$ cat config.mk
export PLATFORM = sky130hd
export DESIGN_NAME = load_store_unit
export DESIGN_NICKNAME = d
export VERILOG_FILES = /design/src/rtl/load_store_unit.sv
export SDC_FILE = /design/constraint.sdc
export NUM_CORES = 1
export LEC_CHECK = 0
export ABC_AREA = 0
export CAP_MARGIN = 20
export CORE_UTILIZATION = 36
export CTS_CLUSTER_SIZE = 28
export DETAILED_ROUTE_END_ITERATION = 10
export DONT_BUFFER_PORTS = 1
export PLACE_DENSITY = 0.47
export SYNTH_ARGS = -nofsm -noshare
export SYNTH_HDL_FRONTEND = slang
export SYNTH_SLANG_ARGS = --single-unit
$ cat constraint.sdc
create_clock -name clk -period 2.1 [get_ports clk]
set_input_delay 0.42 -clock clk [delete_from_list [all_inputs] [get_ports clk]]
set_output_delay 0.42 -clock clk [all_outputs]
set_load 0.05 [all_outputs]
$ cat src/rtl/load_store_unit.sv
`default_nettype none
// =============================================================================
// Module   : load_store_unit
// Brief    : Single-outstanding load/store stage with req/gnt/rvalid memory
//            port, byte-lane steering, load extension and fault detection.
// Revision : 1.0
// =============================================================================
module load_store_unit #(
    parameter int DWIDTH = 32,
    parameter int ADDR_W = 10,
    parameter int TAG_W  = 4
) (
    input  logic              clk,
    input  logic              reset,
    input  logic              i_valid,
    output logic              o_ready,
    input  logic [DWIDTH-1:0] i_addr,
    input  logic [DWIDTH-1:0] i_wdata,
    input  logic [2:0]        i_funct3,
    input  logic              i_is_store,
    input  logic [TAG_W-1:0]  i_tag,
    output logic              o_mem_req,
    input  logic              i_mem_gnt,
    output logic [ADDR_W-1:0] o_mem_addr,
    output logic              o_mem_we,
    output logic [3:0]        o_mem_be,
    output logic [DWIDTH-1:0] o_mem_wdata,
    input  logic              i_mem_rvalid,
    input  logic [DWIDTH-1:0] i_mem_rdata,
    output logic              o_wb_valid,
    output logic [DWIDTH-1:0] o_wb_data,
    output logic [TAG_W-1:0]  o_wb_tag,
    output logic              o_st_done,
    output logic              o_fault
);

    localparam logic [1:0] S_IDLE = 2'd0;
    localparam logic [1:0] S_REQ  = 2'd1;
    localparam logic [1:0] S_WAIT = 2'd2;

    localparam logic [2:0] c_F3_B  = 3'b000;
    localparam logic [2:0] c_F3_H  = 3'b001;
    localparam logic [2:0] c_F3_W  = 3'b010;
    localparam logic [2:0] c_F3_BU = 3'b100;
    localparam logic [2:0] c_F3_HU = 3'b101;

    logic [1:0]        r_state;
    logic [1:0]        w_next;
    logic [ADDR_W-1:0] r_mem_addr;
    logic [3:0]        r_mem_be;
    logic [DWIDTH-1:0] r_mem_wdata;
    logic              r_is_store;
    logic [2:0]        r_funct3;
    logic [1:0]        r_addr_lo;
    logic [TAG_W-1:0]  r_tag;
    logic              r_wb_valid;
    logic [DWIDTH-1:0] r_wb_data;
    logic [TAG_W-1:0]  r_wb_tag;
    logic              r_st_done;
    logic              r_fault;

    logic              w_accept;
    logic              w_fault;
    logic [3:0]        w_be;
    logic [DWIDTH-1:0] w_wdata;
    logic [DWIDTH-1:0] w_shift_b;
    logic [DWIDTH-1:0] w_shift_h;
    logic [7:0]        w_byte;
    logic [15:0]       w_half;
    logic [DWIDTH-1:0] w_ld;
    logic              w_unused_addr;

    assign w_unused_addr = ^{i_addr[DWIDTH-1:ADDR_W+2]};
    assign w_accept      = i_valid & o_ready;

    // Misaligned halves/words, reserved encodings and unsigned-size stores all fault
    always_comb begin
        w_fault = 1'b1;
        case (i_funct3)
            c_F3_B:          w_fault = 1'b0;
            c_F3_H:          w_fault = i_addr[0];
            c_F3_W:          w_fault = (i_addr[1:0] != 2'b00);
            c_F3_BU, c_F3_HU: w_fault = i_is_store;
            default:         w_fault = 1'b1;
        endcase
    end

    always_comb begin
        w_be    = 4'b1111;
        w_wdata = i_wdata;
        case (i_funct3[1:0])
            2'b00: begin
                w_be    = 4'b0001 << i_addr[1:0];
                w_wdata = {4{i_wdata[7:0]}};
            end
            2'b01: begin
                w_be    = 4'b0011 << {i_addr[1], 1'b0};
                w_wdata = {2{i_wdata[15:0]}};
            end
            default: begin
                w_be    = 4'b1111;
                w_wdata = i_wdata;
            end
        endcase
    end

    assign w_shift_b = i_mem_rdata >> {r_addr_lo, 3'b000};
    assign w_shift_h = i_mem_rdata >> {r_addr_lo[1], 4'b0000};
    assign w_byte    = w_shift_b[7:0];
    assign w_half    = w_shift_h[15:0];

    always_comb begin
        w_ld = i_mem_rdata;
        case (r_funct3)
            c_F3_B:  w_ld = {{(DWIDTH-8){w_byte[7]}}, w_byte};
            c_F3_H:  w_ld = {{(DWIDTH-16){w_half[15]}}, w_half};
            c_F3_BU: w_ld = {{(DWIDTH-8){1'b0}}, w_byte};
            c_F3_HU: w_ld = {{(DWIDTH-16){1'b0}}, w_half};
            default: w_ld = i_mem_rdata;
        endcase
    end

    always_ff @(posedge clk) begin
        if (reset) r_state <= S_IDLE;
        else       r_state <= w_next;
    end

    always_comb begin
        w_next = r_state;
        case (r_state)
            S_IDLE:  if (w_accept && !w_fault) w_next = S_REQ;
            S_REQ:   if (i_mem_gnt) w_next = r_is_store ? S_IDLE : S_WAIT;
            S_WAIT:  if (i_mem_rvalid) w_next = S_IDLE;
            default: w_next = S_IDLE;
        endcase
    end

    always_comb begin
        o_ready   = (r_state == S_IDLE);
        o_mem_req = (r_state == S_REQ);
        o_mem_we  = (r_state == S_REQ) & r_is_store;
    end

    always_ff @(posedge clk) begin
        if (reset) begin
            r_mem_addr  <= '0;
            r_mem_be    <= '0;
            r_mem_wdata <= '0;
            r_is_store  <= 1'b0;
            r_funct3    <= '0;
            r_addr_lo   <= '0;
            r_tag       <= '0;
            r_wb_valid  <= 1'b0;
            r_wb_data   <= '0;
            r_wb_tag    <= '0;
            r_st_done   <= 1'b0;
            r_fault     <= 1'b0;
        end else begin
            r_wb_valid <= 1'b0;
            r_st_done  <= 1'b0;
            r_fault    <= 1'b0;
            if (w_accept) begin
                if (w_fault) begin
                    r_fault  <= 1'b1;
                    r_wb_tag <= i_tag;
                end else begin
                    r_mem_addr  <= i_addr[ADDR_W+1:2];
                    r_mem_be    <= w_be;
                    r_mem_wdata <= w_wdata;
                    r_is_store  <= i_is_store;
                    r_funct3    <= i_funct3;
                    r_addr_lo   <= i_addr[1:0];
                    r_tag       <= i_tag;
                end
            end
            if ((r_state == S_REQ) && i_mem_gnt && r_is_store) begin
                r_st_done <= 1'b1;
                r_wb_tag  <= r_tag;
            end
            if ((r_state == S_WAIT) && i_mem_rvalid) begin
                r_wb_valid <= 1'b1;
                r_wb_data  <= w_ld;
                r_wb_tag   <= r_tag;
            end
        end
    end

    assign o_mem_addr  = r_mem_addr;
    assign o_mem_be    = r_mem_be;
    assign o_mem_wdata = r_mem_wdata;
    assign o_wb_valid  = r_wb_valid;
    assign o_wb_data   = r_wb_data;
    assign o_wb_tag    = r_wb_tag;
    assign o_st_done   = r_st_done;
    assign o_fault     = r_fault;

endmodule
`default_nettype wire

==> Flow_metrics.wiki <==
{| class="wikitable"
! Metric !! Value
|-
| Summed instance area of the synthesized netlist || 0.00439 sq mm
|-
| Placed Cells incl. Taps || 642
|-
| Post-layout nets || 619
|-
| Area of the die || 0.0126 sq mm
|-
| Area occupied by registers || 0.00194 sq mm
|-
| Post-route worst setup slack || 0.263 ns
|-
| Clk Latency, worst-skew pair || 0.34 ns
|-
| Worst path required time || 2.31 ns
|-
| Highest net fanout along the worst path || 7
|-
| Worst reg2reg setup slack || 0.26 ns
|-
| CP max-delay cell || mux4_2
|-
| Count of inserted antenna diode cells || 0
|-
| Core outline area || 0.0117 sq mm
|-
| Clock net sink count || 97
|-
| Layout overhead on the synthesized area || 9.69%
|-
| Worst Hold Margin || 0.150 ns
|-
| Pleak || 1.60 nW
|-
| Crit path DAT || 2.05 ns
|-
| Depth of the most critical reg-to-reg path || 4
|-
| Detailed Route WL || 12.2 mm
|-
| Most common flop cell mapped by yosys || dfxtp_1
|-
| Number of vias in the routed layout || 3689
|-
| Type of the worst setup path || reg2reg
|-
| Final hold viol count || 0
|-
| Gpl congestion || 0.780
|-
| Post-Place Worst Slack || 0.252 ns
|-
| Syn nets || 635
|-
| Count of final setup violators || 0
|-
| Shortest clock period the worst path allows after layout || 1.84 ns
|-
| Number of top-level pins || 197
|-
| Layout cells sized above 1 || 10.5%
|-
| Most utilized layer in the global route result || met2
|-
| Clock tree root buffer cell || clkbuf_16
|-
| CTS HTree Levels || 3
|-
| Synth Register Bits || 97
|-
| Router iterations before antenna repair || 4
|-
| Setup fix buffers added after clock tree synthesis || 0
|-
| Sequential share of the synthesized area || 44.2%
|-
| Hold Path Cell Cnt || 1
|-
| Number of buffers created by CTS || 9
|-
| CP endpoint kind || flop
|-
| Upper clock frequency limit || 0.544 GHz
|-
| Quantity of gates resized following cts || 0
|-
| Layout fillers || 1200
|-
| I/O Buffers || 0
|-
| Worst rel slew slack || 62.3%
|-
| Category of the worst setup path launch point || flop
|-
| Pins over their slew limit || 0
|-
| Number of placement rows || 39
|-
| Fin cells || 657
|-
| Global Route Usage Sum || 19.4%
|-
| Final total negative setup slack || 0 ns
|-
| Detail Route Antenna Nets || 0
|-
| Routed vias/inst || 5.61
|-
| First-pass GRT wire length || 19.0 mm
|-
| Clock-pin slew on the worst setup and hold paths || 0.06 ns
|-
| Share of the cycle needed by the critical path after routing || 87.5%
|-
| Synth warn || 0
|-
| GR Util met3 || 7.83%
|-
| Setup repair after global routing missed its margin || no
|-
| Average wire per standard cell || 18.5 um
|-
| Number of violations reported at the end of detailed-routing iteration 0 || 239
|-
| Count of buffer and inverter cells on the critical path || 0
|-
| Number of remaining DRC errors || 0
|-
| FF-to-FF Start || r_addr_lo[1]
|-
| Run status || completed
|-
| Average size of a mapped cell || 8.35 sq um
|-
| Die span in x || 112 um
|-
| CTS tree || done
|-
| PD cells || 863 mW/mm^2
|-
| Multi-input gate area in the final layout || 0.00223 sq mm
|-
| Pwr Total || 0.00416 W
|-
| Effective utilization at floorplan || 37.7%
|-
| Family of cells with the greatest summed delay on the critical path || multiplexers
|-
| Post-synth EDFFs || 0
|-
| Critical-path cell list || mux4_2 > a2111oi_2 > or2_1 > a211oi_1
|-
| Distinct cells, synth || 39
|-
| Hold Path End || r_tag[0]
|-
| Max-cap violation count || 0
|-
| Global-route track usage on met1 || 21.9%
|-
| Transition time of the tightest slew-check pin || 0.564 ns
|-
| Vias in the first global route || 3662
|-
| Gate count of the mapped netlist || 526
|-
| GR Util met2 || 32.2%
|-
| GRT overflow || 0
|-
| Die Span Y || 112 um
|-
| Highest ir drop seen on vdd || 0.000389 V
|-
| Number of buffers on the longest clock path || 2
|-
| Worst r2r dst || o_wb_data[12]
|-
| Post-detailed-placement half-perimeter wirelength || 8.32 mm
|-
| Largest net degree at the start of global routing || 92
|-
| Post-synthesis async set-or-reset flop share || 0%
|-
| Layout Skew || 0.00470 ns
|-
| Worst hold path startpoint || reset
|-
| Antenna violations before repair || 0
|-
| CTS Hold Buffers Added || 0
|-
| Worst min-delay path category || in2reg
|-
| Max incr delay on CP || 0.55 ns
|}
-- worst max-delay path by stage --
stage | startpoint | cells after the start | slack, ns | end
finish | r_addr_lo[1] | 4 | 0.26 | o_wb_data[12]
global route | r_addr_lo[1] | 4 | 0.13 | o_wb_data[12]
global placement | r_addr_lo[1] | 4 | 0.28 | o_wb_data[11]
CTS | r_addr_lo[1] | 4 | 0.25 | o_wb_data[13]
floorplan | r_state[0] | 5 | 0.02 | o_wb_tag[0]
detailed placement | r_addr_lo[1] | 4 | 0.25 | o_wb_data[12]
-- where the power goes --
group	leakage (nW)	switching [W]	internal (W)	total, W
combinational	0.664	0.000185	0.000139	0.000324
sequential	0.788	0.000269	0.00191	0.00218
clock	0.148	0.000676	0.000978	0.00165
-- state kept, by name, summed over array words and instances, names as in the netlist --
| name | cells |
|---|---|
| o_wb_data | 32 |
| r_is_store | 1 |
| o_st_done | 1 |
| o_fault | 1 |
| r_funct3 | 3 |
| o_mem_addr | 10 |
| r_tag | 4 |
| r_addr_lo | 2 |
| o_wb_tag | 4 |
| o_wb_valid | 1 |
| o_mem_wdata | 32 |
| o_mem_be | 4 |
| r_state | 2 |
-- through the flow --
stage                     instance area [sq um]  utilization (%)
after floorplan                            4400                -
after global placement                     4520             38.8
after detailed placement                   4520             38.8
after CTS                                  4820             41.3
after global routing                       4820             41.3
final                                      4820             41.3
-- cells in the mapped netlist (2+ instances only) --
| cell | n | area share [%] |
|---|---|---|
| a211oi_1 | 28 | 4.8 |
| a211oi_2 | 10 | 2.8 |
| a21oi_1 | 56 | 6.4 |
| a311oi_1 | 11 | 2.2 |
| and2_1 | 2 | 0.28 |
| buf_2 | 9 | 1.0 |
| buf_4 | 4 | 0.68 |
| buf_6 | 3 | 0.77 |
| clkbuf_1 | 28 | 2.4 |
| dfxtp_1 | 97 | 44 |
| inv_1 | 4 | 0.34 |
| mux2i_1 | 28 | 6.4 |
| nand2_1 | 110 | 9.4 |
| nand2b_1 | 5 | 0.71 |
| nand3b_1 | 8 | 1.4 |
| nor2_1 | 58 | 5.0 |
| nor2b_1 | 2 | 0.28 |
| nor3b_1 | 10 | 1.7 |
| o211ai_1 | 8 | 1.4 |
| o21ai_0 | 18 | 2.1 |
| o21bai_1 | 2 | 0.34 |
| o221ai_1 | 8 | 1.6 |
-- final cells by class --
class / count / area share, %
inverter: 5 / 0.390
sequential: 97 / 40.3
clock inverter: 3 / 0.831
tap: 143 / 3.71
multi-input combinational: 380 / 46.3
clock buffer: 12 / 5.32
timing repair buffer: 17 / 3.17
-- metal layers --
layer | part of all wire (%) | vias up
met5 | 0 | -
met4 | 1.9 | 0
met3 | 11 | 16
met2 | 48 | 140
met1 | 40 | 1723
li1 | - | 1810
-- cell families after synthesis --
logic type             Yosys count  synth area share, %
buffers and inverters           49                 5.30
multiplexers                    30                 7.15
AO/OA/AOI/OAI                  146                 22.9
AND/OR/NAND/NOR                204                 20.5
flip-flops                      97                 44.2
-- placed cells by master (no fill, tap or decap), drive strengths merged --
cell type    n
dfxtp       97
mux2         1
a311oi      11
nor3         2
inv          5
mux2i       28
and2         2
nor2b        3
a2111oi      1
o211ai       8
nor2        60
nand2b       5
o22ai        1
nor4b        1
nor3b       10
or3          1
clkbuf      12
nand3b       8
nand2      110
buf         17
bufinv       1
or2          1
a211oi      38
clkinv       2
mux4         1
o21ai       20
o221ai       8
a21oi       56
and3b        1
o21bai       3
-- worst register-to-register path, delay by kind of cell (launching register included) --
kind	cells	cell delay, ns
AOI/OAI and AO/OA	2	0.43
and+or+nand+nor	1	0.32
muxes	1	0.55
DFF	1	0.41
(Power assumes the default switching activity.)
==> RTL edit 1: new RTL, config.mk and constraints unchanged <==
Reset style: asynchronous (`reset`), changed in 2 clocked blocks.
--- a/src/rtl/load_store_unit.sv
+++ b/src/rtl/load_store_unit.sv
@@ -121,5 +121,5 @@
     end
 
-    always_ff @(posedge clk) begin
+    always_ff @(posedge clk or posedge reset) begin
         if (reset) r_state <= S_IDLE;
         else       r_state <= w_next;
@@ -142,5 +142,5 @@
     end
 
-    always_ff @(posedge clk) begin
+    always_ff @(posedge clk or posedge reset) begin
         if (reset) begin
             r_mem_addr  <= '0;
Formal check against the unedited RTL: differs if reset is asserted again (counterexample within 4 cycles, from zero or initial values and one cycle with reset high); with reset held inactive, the same outputs for 4 cycles.
==> RTL edit 1 against the original RTL <==
- sequential cell count is the same
- critical endpoint is now o_wb_data[20]
- worst setup slack gained 39 ps
- core utilization up 0.50 points
- clock skew is 1.4 ps higher
- area after synthesis up 6.4%
- global-route usage down 1.7 points
- sequential share of layout area grew 5.7 points
- design area is 9.5% higher
- wire length fell by 4.2%
Power is not compared: it rests on default switching activity, and its combinational part moved more than twofold at a synthesized area within 25%.
==> RTL edit 1: results (changes against the original RTL) <==
Outcome
  – Status: finished, final reports clean (unchanged)

Final layout
  – Clkbuf count: 11 (was 12)
  – Multi-Input Combinational: 285 (was 380)
  – Multi-input gate area: 2100 um^2 (was 2230 um^2)
  – Area Overhead vs Synth: 12.9% (was 9.69%)
  – Inverters: 6 (was 5)
  – Register Area: 2430 um^2 (was 1940 um^2)
  – Fraction of layout cells with a size suffix above 1: 27.4% (was 10.5%)
  – FILL cells: 1237 (was 1200)
  – Post-route insts no fill: 595 (was 657)
  – Bufs w/o clock: 20 (was 17)
  – Non-clk buf share: 3.37% (was 3.17%)
  – NumNets Final: 528 (was 619)

Placement
  – Detailed placement HPWL: 8.36 mm (was 8.32 mm)
  – Instance area at placement: 4940 um^2 (was 4520 um^2)
  – DP Cell Count: 579 (was 642)
  – # port buffers: 0 (unchanged)
  – Gpl congestion: 0.783 (was 0.780)
  – Placement-stage worst setup slack: 278 ps (was 252 ps)

Global routing
  – Met2 Track Usage GR: 28.4% (was 32.2%)
  – Met1 Track Usage GR: 21.9% (about the same)
  – Grt met3 use: 6.38% (was 7.83%)
  – Wire length of the first global-routing pass: 17.9 mm (was 19.0 mm)
  – Vias in the first global route: 3259 (was 3662)
  – Largest net degree at the start of global routing: 47 (was 92)

CTS
  – H-Tree Depth: 3 (unchanged)
  – CTS Hold Bufs: 1 (was 0)
  – Clk buf depth: 2 (unchanged)

Synth
  – Syn_nets: 524 (was 635)
  – Top post-synthesis cells by area: dfrtp_1 52%, mux2_2 17%, nand2_1 4.3%, nand3_1 3.4%, mux2i_1 3.2% (was dfxtp_1 44%, nand2_1 9.4%, a21oi_1 6.4%, mux2i_1 6.4%, nor2_1 5.0%)
  – Sequential element share of the synthesized area: 51.9% (was 44.2%)
  – Netlist cell types: 41 (was 39)
  – Cells after Synth: 415 (was 526)
  – Async set-reset flop share out of synthesis: 100% (was 0%)

Worst setup path
  – Worst EP arrival: 1990 ps (was 2050 ps)
  – Max incr delay on CP: 530 ps (was 550 ps)
  – Crit path max fanout: 16 (was 7)
  – Critical R2R Capture: o_wb_data[20] (was o_wb_data[12])
  – Beginning of the critical path: r_addr_lo[1] (unchanged)
  – R2R depth: 4 (unchanged)
  – R2R setup slack: 300 ps (was 260 ps)
  – CP delay by family, top: multiplexers (unchanged)

Min path
  – Hold_sp: i_mem_rvalid (was reset)
  – Hold-critical path endpoint: r_state[1] (was r_tag[0])

Routing
  – Initial drt markers: 181 (was 239)
  – Post-DR vias/cell: 5.43 (was 5.61)
  – WL final: 11.6 mm (was 12.2 mm)

Timing
  – Hold Slack: 169 ps (was 150 ps)
  – Tightest Pin Transition: 609 ps (was 564 ps)
  – Fin crit share: 85.6% (was 87.5%)
  – Clk_skew: 6.06 ps (was 4.70 ps)
## RTL edit 1: cell count changes in the layout (fill, tap and decap cells not counted), moves of 13 or more
cell | unedited run | this run
a211oi_1 | 28 | 0
nand2_1 | 110 | 54
mux2_2 | 1 | 72
a21oi_1 | 56 | 9
nand3_1 | 0 | 32
nor2_1 | 57 | 8
dfxtp_1 | 97 | 0
dfrtp_1 | 0 | 97
mux2i_1 | 28 | 15
## RTL edit 1: cells by family (layout without fill, tap and decap cells)
kind of cell           count (synthesis)  after routing  synth area share (%)
and+or+nand+nor                      127            127                  13.1
buffers and inverters                 33             41                  3.35
DFF                                   97             97                  51.9
muxes                                 88             88                  21.0
AOI/OAI and AO/OA                     70             70                  10.5
## RTL edit 1: per-layer routing
metal  vias up  share of wire (%)
met4         0                1.3
met5         -                  0
met1      1611                 40
met3        11                 10
li1       1495                  -
met2       113                 49
==> RTL edit 2: new RTL, same flow settings <==
Without the edit above. Register the output `o_fault` once more, cleared by the reset; this adds one clock of latency there. The other outputs are not delayed to match.
--- a/src/rtl/load_store_unit.sv
+++ b/src/rtl/load_store_unit.sv
@@ -193,5 +193,11 @@
     assign o_wb_tag    = r_wb_tag;
     assign o_st_done   = r_st_done;
-    assign o_fault     = r_fault;
+    always_ff @(posedge clk) begin
+        if (reset) begin
+            o_fault <= '0;
+        end else begin
+            o_fault <= r_fault;
+        end
+    end
 
 endmodule
Check against the original RTL: not equivalent (a bounded check fails within 4 cycles, from zero or initial values and one cycle with reset high).
==> RTL edit 2 against the original RTL <==
- first-iteration DRC count down 10%
- non-clock buffer count up 1
- cell count up 1.2%
- via count up 0.35%
- total power up 4.8%
- area after synthesis up 0.60%
- worst setup slack worse by 3.9 ps
- design area up 1.7%
- combinational power up 2%
- global-route usage up 0.23 points
- hold slack worse by 15 ps
- sequential cell count up 1
- wire length up 0.84%
- critical path type unchanged
==> RTL edit 2: results (changes against the original RTL) <==
Outcome
  – Status: finished, final reports clean (unchanged)

Global routing
  – Wire length of the first global-routing pass: 19.3 mm (was 19.0 mm)
  – Met1 Track Usage GR: 22.5% (was 21.9%)
  – Largest net degree at the start of global routing: 93 (was 92)
  – Met2 Track Usage GR: 32.8% (was 32.2%)
  – Grt met3 use: 7.55% (was 7.83%)
  – Vias in the first global route: 3569 (was 3662)
  – Gr usage total: 19.6% (was 19.4%)

CTS
  – Total CTS buffers: 9 (unchanged)
  – Clk buf depth: 2 (unchanged)
  – Clk slew on worst S/H paths: 70 ps

Placement
  – DP Cell Count: 649 (was 642)
  – Detailed placement HPWL: 8.38 mm (was 8.32 mm)
  – # port buffers: 0 (unchanged)
  – Gpl congestion: 0.774 (was 0.780)
  – Instance area at placement: 4570 um^2 (was 4520 um^2)
  – Placement-stage worst setup slack: 245 ps (was 252 ps)

Final layout
  – NumNets Final: 622 (was 619)
  – Fraction of layout cells with a size suffix above 1: 11.0% (was 10.5%)

Routing
  – Initial drt markers: 215 (was 239)
  – ANT nets after route: 0 (unchanged)
  – Routed length on met3: 1.30 mm (was 1.31 mm)
  – Post-DR vias/cell: 5.57 (was 5.61)
  – First drt pass iteration count: 4 (unchanged)
  – Met2 Wirelength: 5.83 mm (was 5.78 mm)
  – M1 WL: 4.93 mm (was 4.82 mm)
  – Top layer in use: met4 (unchanged)
  – Routed vias: 3702 (was 3689)
  – DR WL/cell: 18.4 um (was 18.5 um)

Power
  – Static leakage: 1.63 nW (was 1.60 nW)
  – Worst VDD drop: 0.426 mV (was 0.389 mV)

Worst setup path
  – Max incr delay on CP: 370 ps (was 550 ps)
  – CP delay by family, top: buffers and inverters (was multiplexers)
  – Crit path max fanout: 26 (was 7)
  – Crit-path slowest cell: mux2_2 (was mux4_2)
  – Worst EP arrival: 2070 ps (was 2050 ps)

Timing
  – Tightest Pin Transition: 563 ps (was 564 ps)
  – Clk_skew: 9.97 ps (was 4.70 ps)

Synth
  – Most frequent cells after synthesis: 110 x nand2_1, 98 x dfxtp_1, 58 x nor2_1, 56 x a21oi_1 (was 110 x nand2_1, 97 x dfxtp_1, 58 x nor2_1, 56 x a21oi_1)
  – Syn_nets: 637 (was 635)
  – Top post-synthesis cells by area: dfxtp_1 44%, nand2_1 9.3%, a21oi_1 6.3%, mux2i_1 6.3%, nor2_1 4.9% (was dfxtp_1 44%, nand2_1 9.4%, a21oi_1 6.4%, mux2i_1 6.4%, nor2_1 5.0%)
  – Mapped Avg Cell Area: 8.37 um^2 (was 8.35 um^2)
  – Netlist cell types: 39 (unchanged)
  – Sequential element share of the synthesized area: 44.4% (was 44.2%)
  – Main synth FF type: dfxtp_1 (unchanged)
[RTL edit 2: kinds of logic after synthesis]
logic type | synth area share, %
buffers and inverters | 5.27
and+or+nand+nor | 20.5
muxes | 7.11
AOI/OAI and AO/OA | 22.7
DFF | 44.4
[RTL edit 2: worst paths after layout]
path / to / slack (ps) / cells after the start
worst min register to register: o_fault / 440 / 1
worst max-delay path: o_wb_data[17] / 260 / 7
worst max register to register: o_wb_data[17] / 260 / 7
worst min-delay path: o_wb_data[0] / 140 / 1
[RTL edit 2: final cells by class]
| type | instances | area (um^2) |
|---|---|---|
| fill | 1229 | 7110 |
| multi-input combinational | 381 | 2230 |
| sequential | 98 | 1960 |
| clock buffer | 10 | 239 |
| tap | 147 | 184 |
| timing repair buffer | 18 | 173 |
| clock inverter | 6 | 88.8 |
| inverter | 5 | 18.8 |
[RTL edit 2: report_power, final]
group | total [mW] | switching [mW] | internal, mW
Sequential | 2.20 | 0.265 | 1.93
Clock | 1.83 | 0.751 | 1.08
Combinational | 0.331 | 0.187 | 0.144
